## src/rtl/rf_writeback.sv

```systemverilog
// Register-file write-port driver: merges single-cycle ALU results with LSU load returns
// through a small FIFO, formats load data, and tracks pending loads for RAW stalls.
module rf_writeback #(
  parameter int DEPTH = 2
) (
  input  logic                     clk,
  input  logic                     reset,
  input  logic                     alu_valid,
  input  logic [4:0]               alu_rd,
  input  logic [31:0]              alu_data,
  input  logic                     lsu_valid,
  output logic                     lsu_ready,
  input  logic [4:0]               lsu_rd,
  input  logic [2:0]               lsu_funct3,
  input  logic [1:0]               lsu_offset,
  input  logic [31:0]              lsu_rdata,
  input  logic                     issue_valid,
  input  logic [4:0]               issue_rd,
  input  logic [4:0]               query_rs1,
  input  logic [4:0]               query_rs2,
  output logic                     busy_rs1,
  output logic                     busy_rs2,
  output logic [4:0]               addr_rd,
  output logic [31:0]              data_rd,
  output logic                     write_enable,
  output logic [$clog2(DEPTH):0]   fifo_count
);

  localparam int AW = $clog2(DEPTH);
  localparam logic [AW:0] CNT_FULL = (AW + 1)'(DEPTH);

  function automatic logic [31:0] fmt_load(input logic [2:0] f, input logic [1:0] off,
                                           input logic [31:0] w);
    logic signed [7:0]  sb;
    logic signed [15:0] sh;
    logic [7:0]  b;
    logic [15:0] h;
    case (off)
      2'd0:    b = w[7:0];
      2'd1:    b = w[15:8];
      2'd2:    b = w[23:16];
      default: b = w[31:24];
    endcase
    h  = off[1] ? w[31:16] : w[15:0];
    sb = b;
    sh = h;
    case (f)
      3'b000:  fmt_load = 32'(sb);
      3'b001:  fmt_load = 32'(sh);
      3'b100:  fmt_load = 32'(b);
      3'b101:  fmt_load = 32'(h);
      default: fmt_load = w;
    endcase
  endfunction

  logic [4:0]    r_fifo_rd   [DEPTH];
  logic [31:0]   r_fifo_data [DEPTH];
  logic [AW-1:0] r_wptr;
  logic [AW-1:0] r_rptr;
  logic [AW:0]   r_count;

  logic          r_we_p1;
  logic          r_is_load_p1;
  logic [4:0]    r_addr_p1;
  logic [31:0]   r_data_p1;
  logic [31:0]   r_pending;
  logic [31:0]   w_pend_nxt;

  logic          w_alu_wr;
  logic          w_enq;
  logic          w_deq;

  assign lsu_ready = !reset && (r_count < CNT_FULL);
  assign w_alu_wr  = alu_valid && (alu_rd != 5'd0);
  assign w_enq     = lsu_valid && lsu_ready && (lsu_rd != 5'd0);
  assign w_deq     = !w_alu_wr && (r_count != '0);

  // Stage p0: load-return FIFO (formatted on entry)
  always_ff @(posedge clk) begin
    if (w_enq) begin
      r_fifo_rd[r_wptr]   <= lsu_rd;
      r_fifo_data[r_wptr] <= fmt_load(lsu_funct3, lsu_offset, lsu_rdata);
    end
  end

  always_ff @(posedge clk) begin
    if (reset) begin
      r_wptr  <= '0;
      r_rptr  <= '0;
      r_count <= '0;
    end else begin
      if (w_enq) r_wptr <= r_wptr + 1'b1;
      if (w_deq) r_rptr <= r_rptr + 1'b1;
      case ({w_enq, w_deq})
        2'b10:   r_count <= r_count + 1'b1;
        2'b01:   r_count <= r_count - 1'b1;
        default: r_count <= r_count;
      endcase
    end
  end

  // Stage p1: registered write port; ALU has priority over queued loads
  always_ff @(posedge clk) begin
    if (reset) begin
      r_we_p1      <= 1'b0;
      r_is_load_p1 <= 1'b0;
      r_addr_p1    <= '0;
      r_data_p1    <= '0;
    end else if (w_alu_wr) begin
      r_we_p1      <= 1'b1;
      r_is_load_p1 <= 1'b0;
      r_addr_p1    <= alu_rd;
      r_data_p1    <= alu_data;
    end else if (w_deq) begin
      r_we_p1      <= 1'b1;
      r_is_load_p1 <= 1'b1;
      r_addr_p1    <= r_fifo_rd[r_rptr];
      r_data_p1    <= r_fifo_data[r_rptr];
    end else begin
      r_we_p1      <= 1'b0;
      r_is_load_p1 <= 1'b0;
    end
  end

  // Clear lands on the regfile capture edge; a same-index issue overrides it
  always_comb begin
    w_pend_nxt = r_pending;
    if (r_we_p1 && r_is_load_p1) w_pend_nxt[r_addr_p1] = 1'b0;
    if (issue_valid && (issue_rd != 5'd0)) w_pend_nxt[issue_rd] = 1'b1;
    w_pend_nxt[0] = 1'b0;
  end

  always_ff @(posedge clk) begin
    if (reset) r_pending <= '0;
    else       r_pending <= w_pend_nxt;
  end

  assign busy_rs1     = (query_rs1 != 5'd0) && r_pending[query_rs1];
  assign busy_rs2     = (query_rs2 != 5'd0) && r_pending[query_rs2];
  assign addr_rd      = r_addr_p1;
  assign data_rd      = r_data_p1;
  assign write_enable = r_we_p1;
  assign fifo_count   = r_count;

endmodule

```

## config.mk

```make
export PLATFORM = sky130hd
export DESIGN_NAME = rf_writeback
export DESIGN_NICKNAME = d
export VERILOG_FILES = /design/src/rtl/rf_writeback.sv
export SDC_FILE = /design/constraint.sdc
export NUM_CORES = 1
export LEC_CHECK = 0
export BUFFER_PORTS_ARGS = -buffer_cell sky130_fd_sc_hd__buf_2
export CAP_MARGIN = 30
export CELL_PAD_IN_SITES_DETAIL_PLACEMENT = 0
export CELL_PAD_IN_SITES_GLOBAL_PLACEMENT = 1
export CORE_ASPECT_RATIO = 0.5
export CORE_MARGIN = 2
export CORE_UTILIZATION = 40
export CTS_CLUSTER_DIAMETER = 80
export DETAILED_ROUTE_END_ITERATION = 8
export GPL_TIMING_DRIVEN = 0
export PLACE_DENSITY = 0.88
export SETUP_SLACK_MARGIN = 0.02
export SYNTH_ARGS = -nofsm -noshare
export SYNTH_HDL_FRONTEND = slang
export SYNTH_SLANG_ARGS = --single-unit
```

## constraint.sdc

```tcl
create_clock -name clk -period 5.6 [get_ports clk]
set_clock_uncertainty 0.1 [all_clocks]
set_input_delay 0.56 -clock clk [delete_from_list [all_inputs] [get_ports clk]]
set_output_delay 0.56 -clock clk [all_outputs]
set_load 0.1 [all_outputs]
```

==> impl_metrics.yaml, run 1 <==
setup_path:
  crit_required_ns: 4.94
  critical_path_class: "in -> out"
  crit_arrival_ns: 2.56
  startpoint_type: "input pin"
  crit_path_max_fanout: 10
  cp-end-kind: "output pin"
  reg2regPathDepth: 6
sta:
  timing.fmax_mhz: 310
  worst_slew_pin_slew_ns: 0.995
  finalSetupViolCount: 0
  fin_crit_ns: 3.22
  drv_slew: 0
  relSlewSlack_pct: 33.5
  finalCritPeriodShare_pct: 57.6
  rsz0062_at_grt: "false"
  setup_tns_ns: 0
  hold_viol_final: 0
power:
  irDropWorstVdd_uv: 249
  power_w: 0.00365
  power_density_mw_per_mm2: 427
  p_leak_nw: 3.23
cts:
  h-tree-depth: 4
  postCtsHoldBufs: 0
  cts_resized: 0
  clk_pin_slew_ns: 0.06
  cts_setup_buffers: 0
  numCtsBuffers: 17
  clk_path_buf_depth: 2
  cts_tree: "yes"
  clockRootBuffer: "clkbuf_16"
  clkLatencyLatePin_ns: 0.42
  cts.sinks: 149
logic_synthesis:
  ys_async_sr_fraction_pct: 0
  synth_seq_cells: 149
  yosys.area.top_type: "edfxtp_1"
  syn_area_mm2: 0.00691
  synthesis.instances: 683
  synth_common_cells: "nand2_1, dfxtp_1, edfxtp_1, a21oi_1, mux2i_1"
  syn_nets: 783
  synth_top_area_share_pct: 32.2
  synthFlopType: "dfxtp_1"
  syn-mean-instance-area_um2: 10.1
  yosys-top-cells-area: "edfxtp_1, dfxtp_1, nand2_1, mux2i_1, a21oi_1"
  ys_seq_area_share_pct: 53.9
  yosysWarnings: 0
  synth_most_common_cell: "nand2_1"
  synth_cell_types: 51
  synth_edf_count: 74
floorplanning:
  io_pins: 142
  num_rows: 33
  dieHeight_um: 97.0
  die_w_um: 190
  core_area_mm2: 0.0166
  start_util_pct: 41.5
  dieArea_mm2: 0.0184
run:
  maxCapViolCount: 0
worst_hold_path:
  hold_depth: 1
  hp-class: "in -> reg"
detailed_routing:
  viasPerCell: 5.39
  firstDrtPassIters: 5
  drtIter0Drc: 533
  wire_per_inst_um: 17.3
  wl_mm: 18.7
  post-route-drc-count: 0
  dr_total_vias: 5835
  ant_nets: 0
grt:
  grt_pass1_wl_mm: 29.6
  grt_overflow: 0
  first_global_vias: 5633
  globalRouteTotalUtil_pct: 20.5
  antenna_found_initial: 0
  grt_max_degree: 33
placement:
  dp_hpwl_mm: 13.9
  io_buffer_count: 138
  dpl_cell_area_mm2: 0.00794
  routabilityCongestion: 0.884
run_status:
  outcome: "complete, no violations"
finish:
  final_net_count: 942
  n_antenna_cell: 0
  finalInstanceArea_mm2: 0.00855
  synthToLayoutAreaGrowth_pct: 23.7
  layout-drive-gt1-share_pct: 24.6
==> worst paths after layout <==
kind	startpoint	to	slack (ns)
max reg2reg	fifo_count[0]	data_rd[0]	3.51
max	query_rs2[0]	busy_rs2	2.38
min	lsu_rd[0]	r_fifo_rd[0][0]	0.25
min reg2reg	r_pending[25]	r_pending[25]	0.39
==> registers in the layout, indices dropped and copies added (netlist names), named ones only <==
signal and flops:
addr_rd 5, data_rd 32, fifo_count 2, r_fifo_data 64, r_fifo_rd 10, r_is_load_p1 1, r_pending 31, r_rptr 1
r_wptr 1, write_enable 1
==> critical path, cell delays in order <==
cell and delay (ns):
buf_2 0.13, clkbuf_1 0.34, nor2b_1 0.29, a32oi_1 0.08
a2111oi_0 0.56, a221o_1 0.18, buf_2 0.42
==> metrics by stage <==
stage                     utilization, %  setup WS, ns  cells  hold WS [ns]
after detailed placement            47.7          2.44   1050         0.389
final                               51.4          2.38   1082         0.250
after CTS                           51.4          2.43   1082         0.237
after global routing                51.4          2.31   1082         0.242
after floorplan                        -         0.846    683         0.357
after global placement              47.4          1.51   1048         0.376
==> final cells by class <==
cell class                      instances  area, um^2
Timing Repair Buffer                  140         731
Multi-Input combinational cell        481        2980
Clock buffer                           20         478
Clock inverter                         12         133
Sequential cell                       149        3720
Buffer                                 50         214
Tap cell                              227         284
Fill cell                            1508        8090
Inverter                                3        11.3
==> power by group <==
group | internal (W) | switching, W
combinational | 0.000288 | 0.000886
sequential | 0.00126 | 0.0000538
clock | 0.000679 | 0.000485
total | 0.00223 | 0.00143
==> routing by layer <==
layer / up-vias / GRT usage [%] / share of wire (%)
li1: 2838 / - / -
met1: 2798 / 28.0 / 47
met2: 180 / 33.8 / 47
met3: 19 / 3.59 / 5.0
met4: 0 / 5.37 / 1.3
met5: - / 0 / 0
==> kinds of logic after synthesis <==
| group | after synthesis | share of synthesized area [%] |
|---|---|---|
| buffers and inverters | 53 | 3.26 |
| AO/OA/AOI/OAI | 192 | 17.2 |
| flip-flops | 149 | 53.9 |
| multiplexers | 70 | 11.3 |
| XOR/XNOR | 3 | 0.380 |
| AND/OR/NAND/NOR | 215 | 13.8 |
| adder cells (fa/ha/maj) | 1 | 0.181 |
==> layout by cell type, fill, tap and decap left out, drive strengths merged, types with 15 or more instances in the layout <==
| cell | netlist | layout |
|---|---|---|
| a21oi | 72 | 72 |
| o211ai | 38 | 38 |
| clkbuf | 35 | 55 |
| nand2 | 154 | 154 |
| dfxtp | 75 | 75 |
| mux2 | 15 | 15 |
| buf | 15 | 155 |
| edfxtp | 74 | 74 |
| mux2i | 50 | 50 |
| o21ai | 44 | 44 |
(Power assumes the default switching activity.)
==> run 2, diff against run 1 <==
--- a/config.mk
+++ b/config.mk
@@ -11,7 +11,7 @@
 export CELL_PAD_IN_SITES_GLOBAL_PLACEMENT = 1
 export CORE_ASPECT_RATIO = 0.5
 export CORE_MARGIN = 2
-export CORE_UTILIZATION = 40
+export CORE_UTILIZATION = 38
 export CTS_CLUSTER_DIAMETER = 80
 export DETAILED_ROUTE_END_ITERATION = 8
 export GPL_TIMING_DRIVEN = 0
==> constraint.sdc (replaced) <==
create_clock -name clk -period 2.79 [get_ports clk]
set_clock_uncertainty 0.1 [all_clocks]
set_input_delay 0.279 -clock clk [delete_from_list [all_inputs] [get_ports clk]]
set_output_delay 0.279 -clock clk [all_outputs]
set_load 0.1 [all_outputs]
==> impl_metrics.yaml, run 2 (synthesized netlist as in run 1, its figures left out) <==
run_status:
  outcome: "complete, no violations"
setup_path:
  slowest_delay_ns: 0.57
  crit_slowest_cell: "a2111oi_0"
  crit_path_max_fanout: 3
  startpoint_type: "flip-flop"
  crit_arrival_ns: 2.30
  critical_path_class: "reg -> out"
  crit_required_ns: 2.41
  cp-end-kind: "output pin"
  worstPathCellList: "nor4bb_1, a311oi_1, a2111oi_0, a221o_1, buf_2"
power:
  power_density_mw_per_mm2: 830
  irDropWorstVdd_uv: 492
  p_leak_nw: 3.37
finish:
  final_net_count: 973
  n_antenna_cell: 0
  top_register: "r_fifo_data"
  fillers: 1610
  final_common_cell: "nand2_1"
  layout-drive-gt1-share_pct: 24.3
  largest_reg_flops: 64
  synthToLayoutAreaGrowth_pct: 28.4
  stdcell_count: 1120
  layout_common_cells: "nand2_1, buf_2, dfxtp_1, edfxtp_1, a21oi_1"
cts:
  clkLatencyLatePin_ns: 0.42
  cts_tree: "yes"
  cts.sinks: 149
  clk_path_buf_depth: 2
  numCtsBuffers: 17
  clockRootBuffer: "clkbuf_16"
  h-tree-depth: 4
  clk_pin_slew_ns: 0.07
run:
  maxCapViolCount: 0
sta:
  finalCritPeriodShare_pct: 96.1
  timing.fmax_mhz: 373
  drv_slew: 0
  hold_viol_final: 0
  rsz0062_at_grt: "false"
  fin_crit_ns: 2.68
  setup_tns_ns: 0
  relSlewSlack_pct: 26.6
  finalSetupViolCount: 0
  worst_slew_pin_slew_ns: 1.10
worst_hold_path:
  hp-class: "in -> reg"
grt:
  first_global_vias: 5919
  grt_max_degree: 33
  globalRouteTotalUtil_pct: 20.5
  antenna_found_initial: 0
  grt_pass1_wl_mm: 30.7
  grt_overflow: 0
detailed_routing:
  firstDrtPassIters: 5
  wire_per_inst_um: 17.3
  drtIter0Drc: 519
  wl_mm: 19.4
  post-route-drc-count: 0
  dr_total_vias: 5996
  ant_nets: 0
  viasPerCell: 5.35
placement:
  dp_hpwl_mm: 14.2
  io_buffer_count: 138
  routabilityCongestion: 0.900
  placed_cells: 1057
floorplanning:
  io_pins: 142
  dieHeight_um: 99.4
  num_rows: 34
  dieArea_mm2: 0.0193
  core_area_mm2: 0.0176
  die_w_um: 195
  start_util_pct: 39.3
## run 2: changes by cell type in the layout (fill, tap and decap cells not counted), sizes merged
cell	before	now
clkinv	1	3
buf	155	157
dlygate4sd3	0	29
clkinvlp	3	0
inv	10	13
clkbuf	55	53
## run 2: power breakdown
part	leakage (nW)	switching, W	internal (W)
sequential	1.30	0.000109	0.00253
combinational	1.77	0.00180	0.000612
clock	0.302	0.000990	0.00133
## run 2: through the flow
step                setup WS [ns]  util [%]  hold slack (ns)  instance area [um^2]  total power (W)
finish                      0.110      50.5           0.0103                  8870          0.00737
global route               0.0315      50.5         0.000175                  8870          0.00771
CTS                        0.0599      50.2          0.00115                  8810          0.00739
detailed placement          0.151      45.3            0.380                  7960          0.00504
global placement            0.212      45.1            0.376                  7920          0.00501
floorplan                   0.162         -            0.278                  6940          0.00447
## run 2: what timing repair did
item / CTS / global route
endpoints found under the setup margin: 0 / 2
setup buffers: 0 / 3
hold buffers: 25 / 4
hold endpoints to repair: 30 / 4
resized for setup: 0 / 1
## run 2: layout make-up
class	instances	area (um^2)	area share (%)
buffer	49	210	2.37
clock inverter	14	154	1.73
timing repair buffer	172	1050	11.8
clock buffer	18	450	5.08
sequential	149	3720	42.0
inverter	3	11.3	0.127
tap	234	293	3.30
multi-input combinational	481	2990	33.6
## run 2: per-layer routing
metal  part of all wire (%)  vias up  track usage (%)
met3                    6.2       22             4.75
met4                    1.4        0             5.80
li1                       -     2905                -
met2                     47      192             34.1
met1                     45     2877             27.0
met5                      0        -                0
## run 2: worst paths after layout
path / from / end / slack (ns) / cells past startpoint
max: r_pending[4] / busy_rs1 / 0.11 / 5
min: alu_data[13] / data_rd[13] / 0.01 / 3
max reg2reg: fifo_count[0] / data_rd[0] / 0.64 / 6
min reg2reg: r_pending[13] / r_pending[13] / 0.39 / 2
## run 2: critical path: cells and delay by family, from the launching register on
kind / cells / cell delay (ns)
buffers and inverters: 1 / 0.42
AO/OA/AOI/OAI: 3 / 0.83
AND/OR/NAND/NOR: 1 / 0.24
flip-flops: 1 / 0.40
==> run 3, diff against run 2 <==
--- a/config.mk
+++ b/config.mk
@@ -7,15 +7,13 @@
 export LEC_CHECK = 0
 export BUFFER_PORTS_ARGS = -buffer_cell sky130_fd_sc_hd__buf_2
 export CAP_MARGIN = 30
-export CELL_PAD_IN_SITES_DETAIL_PLACEMENT = 0
-export CELL_PAD_IN_SITES_GLOBAL_PLACEMENT = 1
 export CORE_ASPECT_RATIO = 0.5
 export CORE_MARGIN = 2
-export CORE_UTILIZATION = 38
+export CORE_UTILIZATION = 40
 export CTS_CLUSTER_DIAMETER = 80
 export DETAILED_ROUTE_END_ITERATION = 8
 export GPL_TIMING_DRIVEN = 0
-export PLACE_DENSITY = 0.88
+export PLACE_DENSITY = 0.76
 export SETUP_SLACK_MARGIN = 0.02
 export SYNTH_ARGS = -nofsm -noshare
 export SYNTH_HDL_FRONTEND = slang
==> impl_metrics.yaml, run 3 (synthesized netlist as in run 1, its figures left out) <==
run_status:
  outcome: "complete, no violations"
finish:
  synthToLayoutAreaGrowth_pct: 27.6
  layout-drive-gt1-share_pct: 24.3
  finalInstanceArea_mm2: 0.00882
  top_register: "r_fifo_data"
  stdcell_count: 1111
  fillers: 1439
  layout_common_cells: "nand2_1, buf_2, dfxtp_1, edfxtp_1, a21oi_1"
  multi_input_area_mm2: 0.00299
  final_net_count: 971
  n_antenna_cell: 0
  final-seq-area_mm2: 0.00372
  largest_reg_flops: 64
  final_common_cell: "nand2_1"
sta:
  hold_viol_final: 0
  setup_tns_ns: 0
  finalCritPeriodShare_pct: 92.3
  finalSetupViolCount: 0
  worst_slew_pin_slew_ns: 1.01
  fin_crit_ns: 2.58
  rsz0062_at_grt: "false"
  timing.fmax_mhz: 388
  relSlewSlack_pct: 32.6
  drv_slew: 0
detailed_routing:
  ant_nets: 0
  wire_per_inst_um: 17.6
  post-route-drc-count: 0
  wl_mm: 19.6
  drtIter0Drc: 686
  firstDrtPassIters: 5
  viasPerCell: 5.56
  dr_total_vias: 6172
cts:
  numCtsBuffers: 17
  cts.sinks: 149
  clk_pin_slew_ns: 0.07
  clk_path_buf_depth: 2
  h-tree-depth: 4
  cts_tree: "yes"
  clkLatencyLatePin_ns: 0.43
  clockRootBuffer: "clkbuf_16"
setup_path:
  reg2regPathDepth: 6
  crit_arrival_ns: 2.20
  crit_family: "compound AO/OA/AOI/OAI gates"
  cp.depth: 5
  crit_path_max_fanout: 3
  worstPathCellList: "nor4bb_1, a311oi_1, a2111oi_1, a221o_1, buf_2"
  crit_slowest_cell: "a2111oi_1"
  crit_buf_inv: 1
  slowest_delay_ns: 0.50
  cp-end-kind: "output pin"
  startpoint_type: "flip-flop"
  crit_required_ns: 2.41
  r2r_slack_ns: 0.76
  critical_path_class: "reg -> out"
floorplanning:
  dieHeight_um: 97.0
  num_rows: 33
  start_util_pct: 41.5
  io_pins: 142
  die_w_um: 190
  dieArea_mm2: 0.0184
  core_area_mm2: 0.0166
grt:
  grt_overflow: 0
  grt_pass1_wl_mm: 31.0
  grt_max_degree: 24
  antenna_found_initial: 0
  globalRouteTotalUtil_pct: 21.5
  first_global_vias: 6027
worst_hold_path:
  hp-class: "in -> reg"
  hold_depth: 3
power:
  p_leak_nw: 3.35
  power_density_mw_per_mm2: 824
  irDropWorstVdd_uv: 547
placement:
  dpl_cell_area_mm2: 0.00797
  routabilityCongestion: 0.913
  placed_cells: 1050
  io_buffer_count: 138
  dp_hpwl_mm: 14.0
run:
  maxCapViolCount: 0
## run 3: layout make-up
class | instances | share of cell area [%]
Multi-Input combinational cell | 481 | 33.9
Sequential cell | 149 | 42.2
Buffer | 50 | 2.43
Clock inverter | 13 | 1.21
Inverter | 3 | 0.128
Timing Repair Buffer | 169 | 11.7
Tap cell | 227 | 3.22
Clock buffer | 19 | 5.26
## run 3: timing repair
action / 4_1_cts / 5_1_grt
hold buffers: 26 / 0
hold endpoints to repair: 31 / 0
buffers inserted: 0 / 3
endpoints found under the setup margin: 0 / 3
gates resized for setup: 0 / 2
## run 3: worst register-to-register path: cells and delay by family (launching register included)
family / cells / cell delay (ns)
flops: 1 / 0.42
simple gates: 2 / 0.35
compound gates: 2 / 0.22
buf+inv: 2 / 0.81
## run 3: per-layer routing
layer	up-vias	routed length, um	global-route usage, %	share of wire [%]
li1	2902	-	-	-
met1	2996	8630	28.0	44
met2	243	9280	35.1	47
met3	31	1390	5.66	7.1
met4	0	289	6.56	1.5
met5	-	0	0	0
## run 3: power by group
group          internal (W)  switching, W  total [W]
sequential          0.00253      0.000112    0.00264
combinational      0.000614       0.00179    0.00241
clock               0.00124      0.000979    0.00222
## run 3: path summary, 6_finish.rpt
path,from,to
min,alu_rd[1],addr_rd[1]
max reg2reg,fifo_count[0],data_rd[31]
max,r_pending[4],busy_rs1
min reg2reg,r_pending[15],r_pending[15]
## run 3: through the flow
stage,hold WS [ns],worst slack [ns],utilization (%),total power (W)
floorplan,0.278,0.162,-,0.00447
global placement,0.376,0.232,47.5,0.00498
detailed placement,0.382,0.187,47.9,0.00503
CTS,0.000636,0.0621,52.9,0.00726
global route,0.00470,0.0617,53.0,0.00758
finish,0.0115,0.214,53.0,0.00727
